**src/rtl/score_disp_pkg.sv**
```systemverilog
// Shared constants for the score display: segment patterns (active-low,
// bit order dp,g,f,e,d,c,b,a), blanking values and the BCD digit count.
package score_disp_pkg;

    localparam int NUM_DIGITS = 4;

    localparam logic [7:0] SEG_0     = 8'hC0;
    localparam logic [7:0] SEG_1     = 8'hF9;
    localparam logic [7:0] SEG_2     = 8'hA4;
    localparam logic [7:0] SEG_3     = 8'hB0;
    localparam logic [7:0] SEG_4     = 8'h99;
    localparam logic [7:0] SEG_5     = 8'h92;
    localparam logic [7:0] SEG_6     = 8'h82;
    localparam logic [7:0] SEG_7     = 8'hF8;
    localparam logic [7:0] SEG_8     = 8'h80;
    localparam logic [7:0] SEG_9     = 8'h90;
    localparam logic [7:0] SEG_DASH  = 8'hBF;
    localparam logic [7:0] SEG_BLANK = 8'hFF;
    localparam logic [3:0] AN_OFF    = 4'hF;

    // Active-low anode pattern selecting one digit slot.
    function automatic logic [3:0] an_select(input logic [1:0] idx);
        return ~(4'b0001 << idx);
    endfunction

endpackage

```
**src/rtl/score_display_seg7_decode.sv**
```systemverilog
// Combinational BCD nibble to active-low seven-segment pattern; non-decimal
// nibbles render as a single dash so a corrupted score is visible.
module seg7_decode
    import score_disp_pkg::*;
(
    input  logic [3:0] nibble,
    output logic [7:0] seg
);

    always_comb begin
        seg = SEG_DASH;
        case (nibble)
            4'd0:    seg = SEG_0;
            4'd1:    seg = SEG_1;
            4'd2:    seg = SEG_2;
            4'd3:    seg = SEG_3;
            4'd4:    seg = SEG_4;
            4'd5:    seg = SEG_5;
            4'd6:    seg = SEG_6;
            4'd7:    seg = SEG_7;
            4'd8:    seg = SEG_8;
            4'd9:    seg = SEG_9;
            default: seg = SEG_DASH;
        endcase
    end

endmodule

```
**src/rtl/score_display.sv**
```systemverilog
// Four-digit scan-multiplexed common-anode driver for the BCD game score,
// with per-frame snapshot and game-over blinking. Define SCORE_LZB_EN for
// leading-zero blanking.
module score_display
    import score_disp_pkg::*;
#(
    parameter int SCAN_DIV_W  = 17,
    parameter int BLINK_DIV_W = 26
) (
    input  logic        clk,
    input  logic        rst_n,
    input  logic [15:0] score,
    input  logic        game_over,
    output logic [3:0]  an,
    output logic [7:0]  seg
);

    logic [SCAN_DIV_W-1:0]  presc_q, presc_d;
    logic [1:0]             idx_q, idx_d;
    logic [15:0]            shadow_q, shadow_d;
    logic [BLINK_DIV_W-1:0] blink_q, blink_d;
    logic [3:0]             an_q, an_d;
    logic [7:0]             seg_q, seg_d;

    logic       tick;
    logic [3:0] nibble;
    logic [7:0] seg_dec;
    logic       digit_blank;
    logic       blink_off;

    assign tick      = &presc_q;
    assign blink_off = game_over & blink_q[BLINK_DIV_W-1];

    always_comb begin
        nibble = shadow_q[3:0];
        case (idx_q)
            2'd1:    nibble = shadow_q[7:4];
            2'd2:    nibble = shadow_q[11:8];
            2'd3:    nibble = shadow_q[15:12];
            default: nibble = shadow_q[3:0];
        endcase
    end

    seg7_decode u_decode (
        .nibble (nibble),
        .seg    (seg_dec)
    );

`ifdef SCORE_LZB_EN
    // A digit is suppressed only if it and every more significant digit are zero.
    always_comb begin
        digit_blank = 1'b0;
        case (idx_q)
            2'd3:    digit_blank = (shadow_q[15:12] == 4'd0);
            2'd2:    digit_blank = (shadow_q[15:8] == 8'd0);
            2'd1:    digit_blank = (shadow_q[15:4] == 12'd0);
            default: digit_blank = 1'b0;
        endcase
    end
`else
    assign digit_blank = 1'b0;
`endif

    always_comb begin
        presc_d  = presc_q + 1'b1;
        idx_d    = idx_q;
        shadow_d = shadow_q;
        blink_d  = game_over ? blink_q + 1'b1 : '0;
        an_d     = an_q;
        seg_d    = seg_q;
        if (tick) begin
            idx_d = idx_q + 1'b1;
            // Snapshot at frame wrap; the slot latched now still uses the old shadow.
            if (idx_q == 2'd3) begin
                shadow_d = score;
            end
            if (blink_off || digit_blank) begin
                an_d  = AN_OFF;
                seg_d = SEG_BLANK;
            end else begin
                an_d  = an_select(idx_q);
                seg_d = seg_dec;
            end
        end
    end

    always_ff @(posedge clk or negedge rst_n) begin
        if (!rst_n) begin
            presc_q  <= '0;
            idx_q    <= '0;
            shadow_q <= '0;
            blink_q  <= '0;
            an_q     <= AN_OFF;
            seg_q    <= SEG_BLANK;
        end else begin
            presc_q  <= presc_d;
            idx_q    <= idx_d;
            shadow_q <= shadow_d;
            blink_q  <= blink_d;
            an_q     <= an_d;
            seg_q    <= seg_d;
        end
    end

    assign an  = an_q;
    assign seg = seg_q;

endmodule

```
**config.mk**
```make
export PLATFORM = sky130hd
export DESIGN_NAME = score_display
export DESIGN_NICKNAME = d
export VERILOG_FILES = /design/src/rtl/score_disp_pkg.sv /design/src/rtl/score_display_seg7_decode.sv /design/src/rtl/score_display.sv
export SDC_FILE = /design/constraint.sdc
export NUM_CORES = 1
export LEC_CHECK = 0
export ABC_AREA = 1
export ABC_CLOCK_PERIOD_IN_PS = 3950
export CAP_MARGIN = 15
export CORE_MARGIN = 3
export CORE_UTILIZATION = 60
export CTS_BUF_LIST = sky130_fd_sc_hd__clkbuf_4 sky130_fd_sc_hd__clkbuf_8
export DETAILED_ROUTE_END_ITERATION = 7
export DONT_BUFFER_PORTS = 1
export PLACE_DENSITY_LB_ADDON = 0.05
export SLEW_MARGIN = 20
export SYNTH_ARGS = -nofsm -noshare
export SYNTH_HDL_FRONTEND = slang
export SYNTH_SLANG_ARGS = --single-unit
```
**constraint.sdc**
```tcl
create_clock -name clk -period 3.95 [get_ports clk]
set_input_delay 0.79 -clock clk [delete_from_list [all_inputs] [get_ports clk]]
set_output_delay 0.79 -clock clk [all_outputs]
set_load 0.03 [all_outputs]
```
After elaboration in Yosys (flattened, before gate mapping)
Memories as Yosys holds them, arrays and structs flattened.
Cells that the tools add are included.

word-level totals
  register bits after elaboration = 73
  memory bits (read-only) = 112
  input bits = 19
  output and inout bits = 12
  word-level logic and storage cells = 22
  memories = 1

operators by class
  add/sub/neg operators = 3
  eq/ne operators = 3
  shift-type cells = 1
  mux-type cells = 4
  bitwise gates (word level) = 2
  reduce and logical (&&, ||, !) cells = 2

memories
  memory            depth  bits a word  rd ports  clocked after Yosys merged registers in  wr ports  line                             source
  (name not given)  16     7            1         0                                        0         score_display_seg7_decode.sv:12  case (nibble)

operators by type and width
  cell                   count
  $add 26x1->26 const B  1
  $mux 26                1
  $reduce_and 18->1      1
  $add 17x1->17 const B  1
  $reduce_and 17->1      1
  $pmux 4 s3             1
  $mux 8                 1
  $eq 2x2->1 const B     2
  $mux 4                 1
  $not 4->4              1
  $shl 1x2->4 const A    1
  $add 2x1->2 const B    1
  $eq 2x1->1 const B     1
  $and 1x1->1            1

Longest topological paths before layout
Gate-level depths: netlist of the first run.
An unclocked memory read counts as a cell.

  depth in word-level cells = 4
  gate-level depth with buffers = 14
  depth with buffers taken out = 13

Cells and area by module
A second synthesis of the first run with hierarchy kept.

unflattened totals
  cells, all modules = 459
  area, all modules = 3718.6 µm²

by module, submodules not included
  module         instances  cells each  area an instance (µm²)  sequential area each (µm²)
  score_display  1          422         3520.9                  1841.8
  seg7_decode    1          37          197.7                   0.0

Worst setup path before layout of the first run
OpenSTA, ideal clock, no wires.

  path type = register to register
  start point = reg presc_q[0]
  end point = reg idx_q[1]
  library setup time = 0.138 ns
  data arrival time = 1.921 ns
  required time = 3.812 ns
  slack = 1.891 ns
  stages on the path, launching flop included = 12
  path buffers = 2
  period minus slack after synthesis = 2.059 ns
  cell sequence = dfrtp_1 ha_1 nand3_2 nor2_4 nand2_4 nor2_8 nand2_4 nor2_8 buf_8 ha_1 clkbuf_1 o21ai_0

on the way
  longest elaborated chain between the ends = 1

RTL lines
  item                    line                 source
  start, declared         score_display.sv:18  logic [SCAN_DIV_W-1:0] presc_q, presc_d;
  start signal, assigned  score_display.sv:96  presc_q <= presc_d;
  $reduce_and 17->1       score_display.sv:31  assign tick = &presc_q;
  via tick                score_display.sv:25  logic tick;
  end signal, assigned    score_display.sv:97  idx_q <= idx_d;
  end, declared           score_display.sv:19  logic [1:0] idx_q, idx_d;

The timed path passes the listed nets, and every way through them passes these cells.
A chain may end at the register's enable or synchronous reset.

Worst setup path after layout of the first run
  start point = reg presc_q[0]
  end point = reg seg_q[2] (netlist: seg[2])

on the way
  longest elaborated chain between the ends = 1

RTL lines
  item                  line                  source
  $reduce_and 17->1     score_display.sv:31
  via tick              score_display.sv:25
  end signal, assigned  score_display.sv:101  seg_q <= seg_d;
  end, declared         score_display.sv:23   logic [7:0] seg_q, seg_d;

The timed path passes the listed nets, and every way through them passes these cells.

==> impl_metrics.json, run 1 <==
{
  "startpoint_type": "register",
  "crit_end": "seg[2]$_DFFE_PN1P_",
  "clkPwrFrac": 0.413,
  "layout.cells.non_filler": 541,
  "max_cap_violations": 0,
  "pwr-share-seq": 0.580,
  "p_sw_mw": 0.274,
  "total_power_mw": 1.28,
  "hold_viol": 0,
  "hold_path_class": "primary input to asynchronous set/reset pin",
  "gp_congestion": 0.839,
  "p_int_mw": 1.01,
  "clockBufferDepth": 2,
  "start_util": 0.626,
  "finalCriticalPeriod_ns": 2.59,
  "post-route-util": 0.662,
  "slowest_stage": "ha_1",
  "core_region_area_um2": 5990,
  "synth.distinct_cells": 36,
  "grt_overflow": 0,
  "arrival_ns": 2.86,
  "reg2regPathDepth": 13,
  "synth_nets": 487,
  "numPortBuffers": 0,
  "io_pins": 31,
  "rsz0062_at_grt": "false",
  "status": "completed",
  "cellLeakagePower_nw": 1.86,
  "die_area_um2": 7230,
  "synth.avg_cell_area_um2": 8.20,
  "worst_pin_slew_ns": 0.507,
  "fin_nets": 491,
  "syn_to_final_growth_pct": 5.91,
  "netlist_area_um2": 3750,
  "setup_tns_ns": 0,
  "drive_above_1_share": 0.0987,
  "path_class": "register to register",
  "cp_data_required_time_ns": 4.23,
  "setup_viol": 0,
  "cts_max_level": 3,
  "startpoint": "presc_q[0]$_DFF_PN0_",
  "ctsRootBufferMaster": "clkbuf_8",
  "crit_path_end_kind": "register",
  "timing.final.ws_setup_ns": 1.36,
  "reg2reg_from": "presc_q[0]$_DFF_PN0_",
  "wl_per_cell_um": 13.5,
  "yosys-top-cells-area": "dfrtp_1 41%, nand2_1 13%, dfstp_2 7.7%",
  "post-place-ws_ns": 1.38,
  "relSlewSlack": 0.659,
  "cts_setup_buffers": 0,
  "drt_iter0_drc": 157,
  "fmax_mhz": 387,
  "switching_share": 0.214,
  "antenna_found_initial": 0,
  "fp.dieW_um": 85.0,
  "regToRegSetupSlack_ns": 1.36,
  "comb_power_share": 0.008,
  "cts_buffers": 9,
  "place_inst": 525,
  "detailed_place_hpwl_mm": 5.23,
  "antenna_left": 0,
  "drv_slew": 0,
  "cts_num_sinks": 72,
  "crit_path_max_incr_delay_ns": 0.52,
  "row_count": 28,
  "ctsResizeCount": 0,
  "holdWs_ns": 0.129,
  "grt_usage": 0.219,
  "synth-seq-area-share": 0.484,
  "post_dp_cell_area_um2": 3790,
  "crit_chain": "ha_1 -> nand3_2 -> nor2_4 -> nand2_4 -> nor2_8 -> nand2_4 -> nor2_8 -> ha_1 -> nand2_1 -> inv_1 -> nand2_1 -> o21bai_1 -> inv_1",
  "grt_pass1_wl_mm": 12.6,
  "antenna-diode-count": 0,
  "crit_family": "simple AND/OR/NAND/NOR gates",
  "synth_cells": 457,
  "cts.hold.buffers_added": 0,
  "fin_crit_sh": 0.655,
  "grt_pass1_vias": 2783,
  "ir_drop_uv": 228,
  "crit_buf_inv": 2,
  "synth_area_leader_cell": "dfrtp_1",
  "post_drt_via_cell_ratio": 5.28,
  "vias": 2856,
  "drc": 0,
  "drt-total-wl_mm": 7.28,
  "clk_latency_ns": 0.35,
  "finClkSkew_ns": 0.00763,
  "synth_seq_cells": 72,
  "power_density_nw_per_um2": 323,
  "cts_tree": "yes",
  "yosys_warnings": 0,
  "reg2reg_to": "seg[2]$_DFFE_PN1P_",
  "detail_route.first_pass.iterations": 5,
  "grt_max_degree": 73,
  "synth_top_area_share": 0.407,
  "fin_area_um2": 3970,
  "clk_pin_slew_ns": 0.07,
  "worst-path-stages": 13,
  "critPathMaxFanout": 17,
  "die_y_um": 85.0
}
## sequential cells by signal, indices dropped and copies added (netlist names)
name / count
an: 4
blink_q: 26
idx_q: 2
presc_q: 17
seg: 7
shadow_q: 16
## layer usage
layer | track usage | up-vias | share of wire
met1 | 0.305 | 1343 | 0.47
met2 | 0.340 | 56 | 0.45
met5 | 0 | - | 0
met3 | 0.0495 | 9 | 0.057
met4 | 0.0705 | 0 | 0.015
li1 | - | 1448 | -
## power groups by stage
stage	clock (mW)	sequential, mW	combinational (mW)
CTS	0.542	0.743	0.00978
finish	0.529	0.743	0.00971
detailed placement	0	0.756	0.00979
global placement	0	0.756	0.00938
global route	0.571	0.743	0.0109
floorplan	0	0.756	0.00967
## Yosys cell counts (all sizes together)
cell type,number
nor3,9
nand2,134
nand3,38
inv,38
nand4,8
nor3b,1
xor2,14
or2,2
ha,11
o21bai,5
and3,1
dfrtp,61
clkbuf,3
clkinv,2
conb,1
nor2,77
a21o,1
o21ai,10
a21oi,17
xnor2,9
buf,4
dfstp,11
## worst min path at each step
stage                     slack, ns                    end  cells after the start                  start
after floorplan                0.42   presc_q[0]$_DFF_PN0_                      1   presc_q[0]$_DFF_PN0_
after global placement         0.43   presc_q[0]$_DFF_PN0_                      1   presc_q[0]$_DFF_PN0_
after detailed placement       0.45  presc_q[15]$_DFF_PN0_                      1  presc_q[15]$_DFF_PN0_
after CTS                      0.12   idx_q[1]$_DFFE_PN0P_                      0                  rst_n
after global routing           0.11   blink_q[4]$_DFF_PN0_                      0                  rst_n
final                          0.13   blink_q[5]$_DFF_PN0_                      0                  rst_n
## layout by cell type, fill, tap and decap left out, drive strengths merged, types with 2 or more instances in the layout
master / Yosys / routed
o21bai: 5 / 5
xnor2: 9 / 9
nand2: 134 / 134
dfrtp: 61 / 61
clkbuf: 3 / 13
nand4: 8 / 8
o21ai: 10 / 10
inv: 38 / 38
dfstp: 11 / 11
or2: 2 / 2
nand3: 38 / 38
nor2: 77 / 77
ha: 11 / 11
clkinv: 2 / 4
xor2: 14 / 14
nor3: 9 / 9
a21oi: 17 / 17
## cell families after synthesis
logic type                 after synthesis  share of synthesized area
adders and majority gates               11                     0.0367
AOI/OAI and AO/OA                       33                     0.0491
buffers and inverters                   47                     0.0538
and+or+nand+nor                        270                      0.321
xor gates and xnor gates                23                     0.0538
DFF                                     72                      0.484
other                                    1                    0.00100
## cell type report
class	instances	area, µm²
Fill cell	512	2020
Sequential cell	72	1820
Multi-Input combinational cell	338	1730
Clock buffer	13	160
Inverter	40	151
Tap cell	75	93.8
Clock inverter	3	17.5
## worst reg2reg max path, cell delays in order, from the launching register on
cell and delay (ns):
dfrtp_1 0.38, ha_1 0.21, nand3_2 0.11, nor2_4 0.14, nand2_4 0.09, nor2_8 0.14
nand2_4 0.09, nor2_8 0.22, ha_1 0.52, nand2_1 0.13, inv_1 0.20, nand2_1 0.10
o21bai_1 0.13, inv_1 0.05
Note: power is estimated with default switching activity, not from simulation.
==> run 2, diff against run 1 <==
--- a/config.mk
+++ b/config.mk
@@ -6,7 +6,7 @@
 export NUM_CORES = 1
 export LEC_CHECK = 0
 export ABC_AREA = 1
-export ABC_CLOCK_PERIOD_IN_PS = 3950
+export ABC_CLOCK_PERIOD_IN_PS = 2700
 export CAP_MARGIN = 15
 export CORE_MARGIN = 3
 export CORE_UTILIZATION = 60
==> constraint.sdc (replaced) <==
create_clock -name clk -period 2.7 [get_ports clk]
set_input_delay 0.54 -clock clk [delete_from_list [all_inputs] [get_ports clk]]
set_output_delay 0.54 -clock clk [all_outputs]
set_load 0.03 [all_outputs]
==> impl_metrics.json, run 2 (same netlist as run 1, synthesis figures left out) <==
{
  "timing.final.ws_setup_ns": 0.512,
  "clockBufferDepth": 2,
  "syn_to_final_growth_pct": 7.41,
  "vias": 2852,
  "largest_reg_flops": 26,
  "clkPwrFrac": 0.423,
  "setup_viol": 0,
  "wl_per_cell_um": 13.4,
  "antenna_found_initial": 0,
  "cts_tree": "yes",
  "start_util": 0.626,
  "row_count": 28,
  "post-place-ws_ns": 0.504,
  "grt_usage": 0.222,
  "post-route-util": 0.672,
  "switching_share": 0.217,
  "layout.cells.non_filler": 544,
  "cellLeakagePower_nw": 1.89,
  "detailed_place_hpwl_mm": 5.20,
  "relSlewSlack": 0.657,
  "fillerInstances": 524,
  "post_drt_via_cell_ratio": 5.24,
  "reg.largest.list": "blink_q (26), presc_q (17), shadow_q (16)",
  "finClkSkew_ns": 0.00749,
  "drt-total-wl_mm": 7.30,
  "cts_num_sinks": 72,
  "gp_congestion": 0.870,
  "fmax_mhz": 457,
  "path_class": "register to register",
  "grt_pass1_vias": 2825,
  "crit_path_max_incr_delay_ns": 0.37,
  "grt_overflow": 0,
  "arrival_ns": 2.46,
  "cts_max_level": 3,
  "fin_crit_sh": 0.810,
  "cp_data_required_time_ns": 2.97,
  "startpoint": "presc_q[0]$_DFF_PN0_",
  "hold_path_class": "primary input to asynchronous set/reset pin",
  "antenna_left": 0,
  "final_common_cell": "nand2_1",
  "drive_above_1_share": 0.102,
  "post_dp_cell_area_um2": 3810,
  "die_y_um": 85.0,
  "reg2reg_from": "presc_q[0]$_DFF_PN0_",
  "detail_route.first_pass.iterations": 4,
  "finalCriticalPeriod_ns": 2.19,
  "clk_pin_slew_ns": 0.07,
  "place_inst": 527,
  "drc": 0,
  "max_cap_violations": 0,
  "ctsRootBufferMaster": "clkbuf_8",
  "slowest_stage": "dfrtp_1",
  "die_area_um2": 7230,
  "fp.dieW_um": 85.0,
  "comb_power_share": 0.018,
  "status": "completed",
  "setup_tns_ns": 0,
  "clk_latency_ns": 0.34,
  "drt_iter0_drc": 142,
  "cts_buffers": 9,
  "crit_path_end_kind": "register",
  "core_region_area_um2": 5990,
  "power_density_nw_per_um2": 483,
  "final_cell_mix": "132 x nand2_1, 71 x nor2_1, 61 x dfrtp_1",
  "io_pins": 31,
  "critPathMaxFanout": 17,
  "worst_pin_slew_ns": 0.510,
  "grt_max_degree": 62,
  "startpoint_type": "register",
  "hold_viol": 0,
  "ir_drop_uv": 322,
  "p_int_mw": 1.52,
  "fin_area_um2": 4030,
  "numPortBuffers": 0,
  "p_sw_mw": 0.422,
  "crit_chain": "ha_1 -> nand3_2 -> nor2_4 -> nand2_4 -> nor2_8 -> nand2_4 -> nor2_8 -> ha_1 -> nand2_1 -> inv_1 -> nand2_1 -> o21bai_1 -> inv_1",
  "grt_pass1_wl_mm": 12.8,
  "pwr-share-seq": 0.559,
  "fin_nets": 494,
  "crit_family": "simple AND/OR/NAND/NOR gates",
  "crit_buf_inv": 2,
  "largest-register": "blink_q",
  "drv_slew": 0,
  "antenna-diode-count": 0,
  "rsz0062_at_grt": "false"
}
run 2: timing repair:
action,4_1_cts,5_1_grt
endpoints found under the hold margin,61,0
buffers inserted,0,0
resized for setup,0,0
hold buffers,1,0
run 2: layout make-up:
| class | count | area (µm²) | area share |
|---|---|---|---|
| flip-flops and latches | 72 | 1820 | 0.451 |
| multi-input cells | 338 | 1730 | 0.430 |
| inverters | 40 | 151 | 0.0376 |
| clock buffers | 10 | 131 | 0.0326 |
| well taps | 75 | 93.8 | 0.0233 |
| clock inverters | 6 | 60.1 | 0.0149 |
| repair buffers | 3 | 42.5 | 0.0106 |
run 2: worst paths after layout:
kind	slack (ns)	depth (start not counted)	endpoint
max in group asynchronous	2.38	1	shadow_q[7]$_DFFE_PN0P_
min in group clk	0.31	2	blink_q[25]$_DFF_PN0_
max	0.51	13	seg[1]$_DFFE_PN1P_
min	0.04	0	seg[5]$_DFFE_PN1P_
max reg2reg	0.51	13	seg[1]$_DFFE_PN1P_
min reg2reg	0.45	1	presc_q[0]$_DFF_PN0_
run 2: routing by layer:
metal  track usage  routed length [µm]
met2         0.340                3330
met4        0.0993                 132
met5             0                   0
met1         0.310                3520
met3        0.0388                 310
run 2: power by group through the flow:
stage	Combinational (mW)	Clock (mW)	Sequential [mW]
4_1_cts	0.0372	0.850	1.09
6_report	0.0351	0.823	1.09
2_1_floorplan	0.0141	0	1.11
5_1_grt	0.0408	0.901	1.09
3_5_place_dp	0.0145	0	1.11
3_3_place_gp	0.0136	0	1.11
run 2: metrics by stage:
stage	power [mW]	hold slack, ns
6_report	1.94	0.0416
5_1_grt	2.03	0.0116
4_1_cts	1.97	0.0211
3_5_place_dp	1.12	0.246
3_3_place_gp	1.12	0.246
2_1_floorplan	1.12	0.244
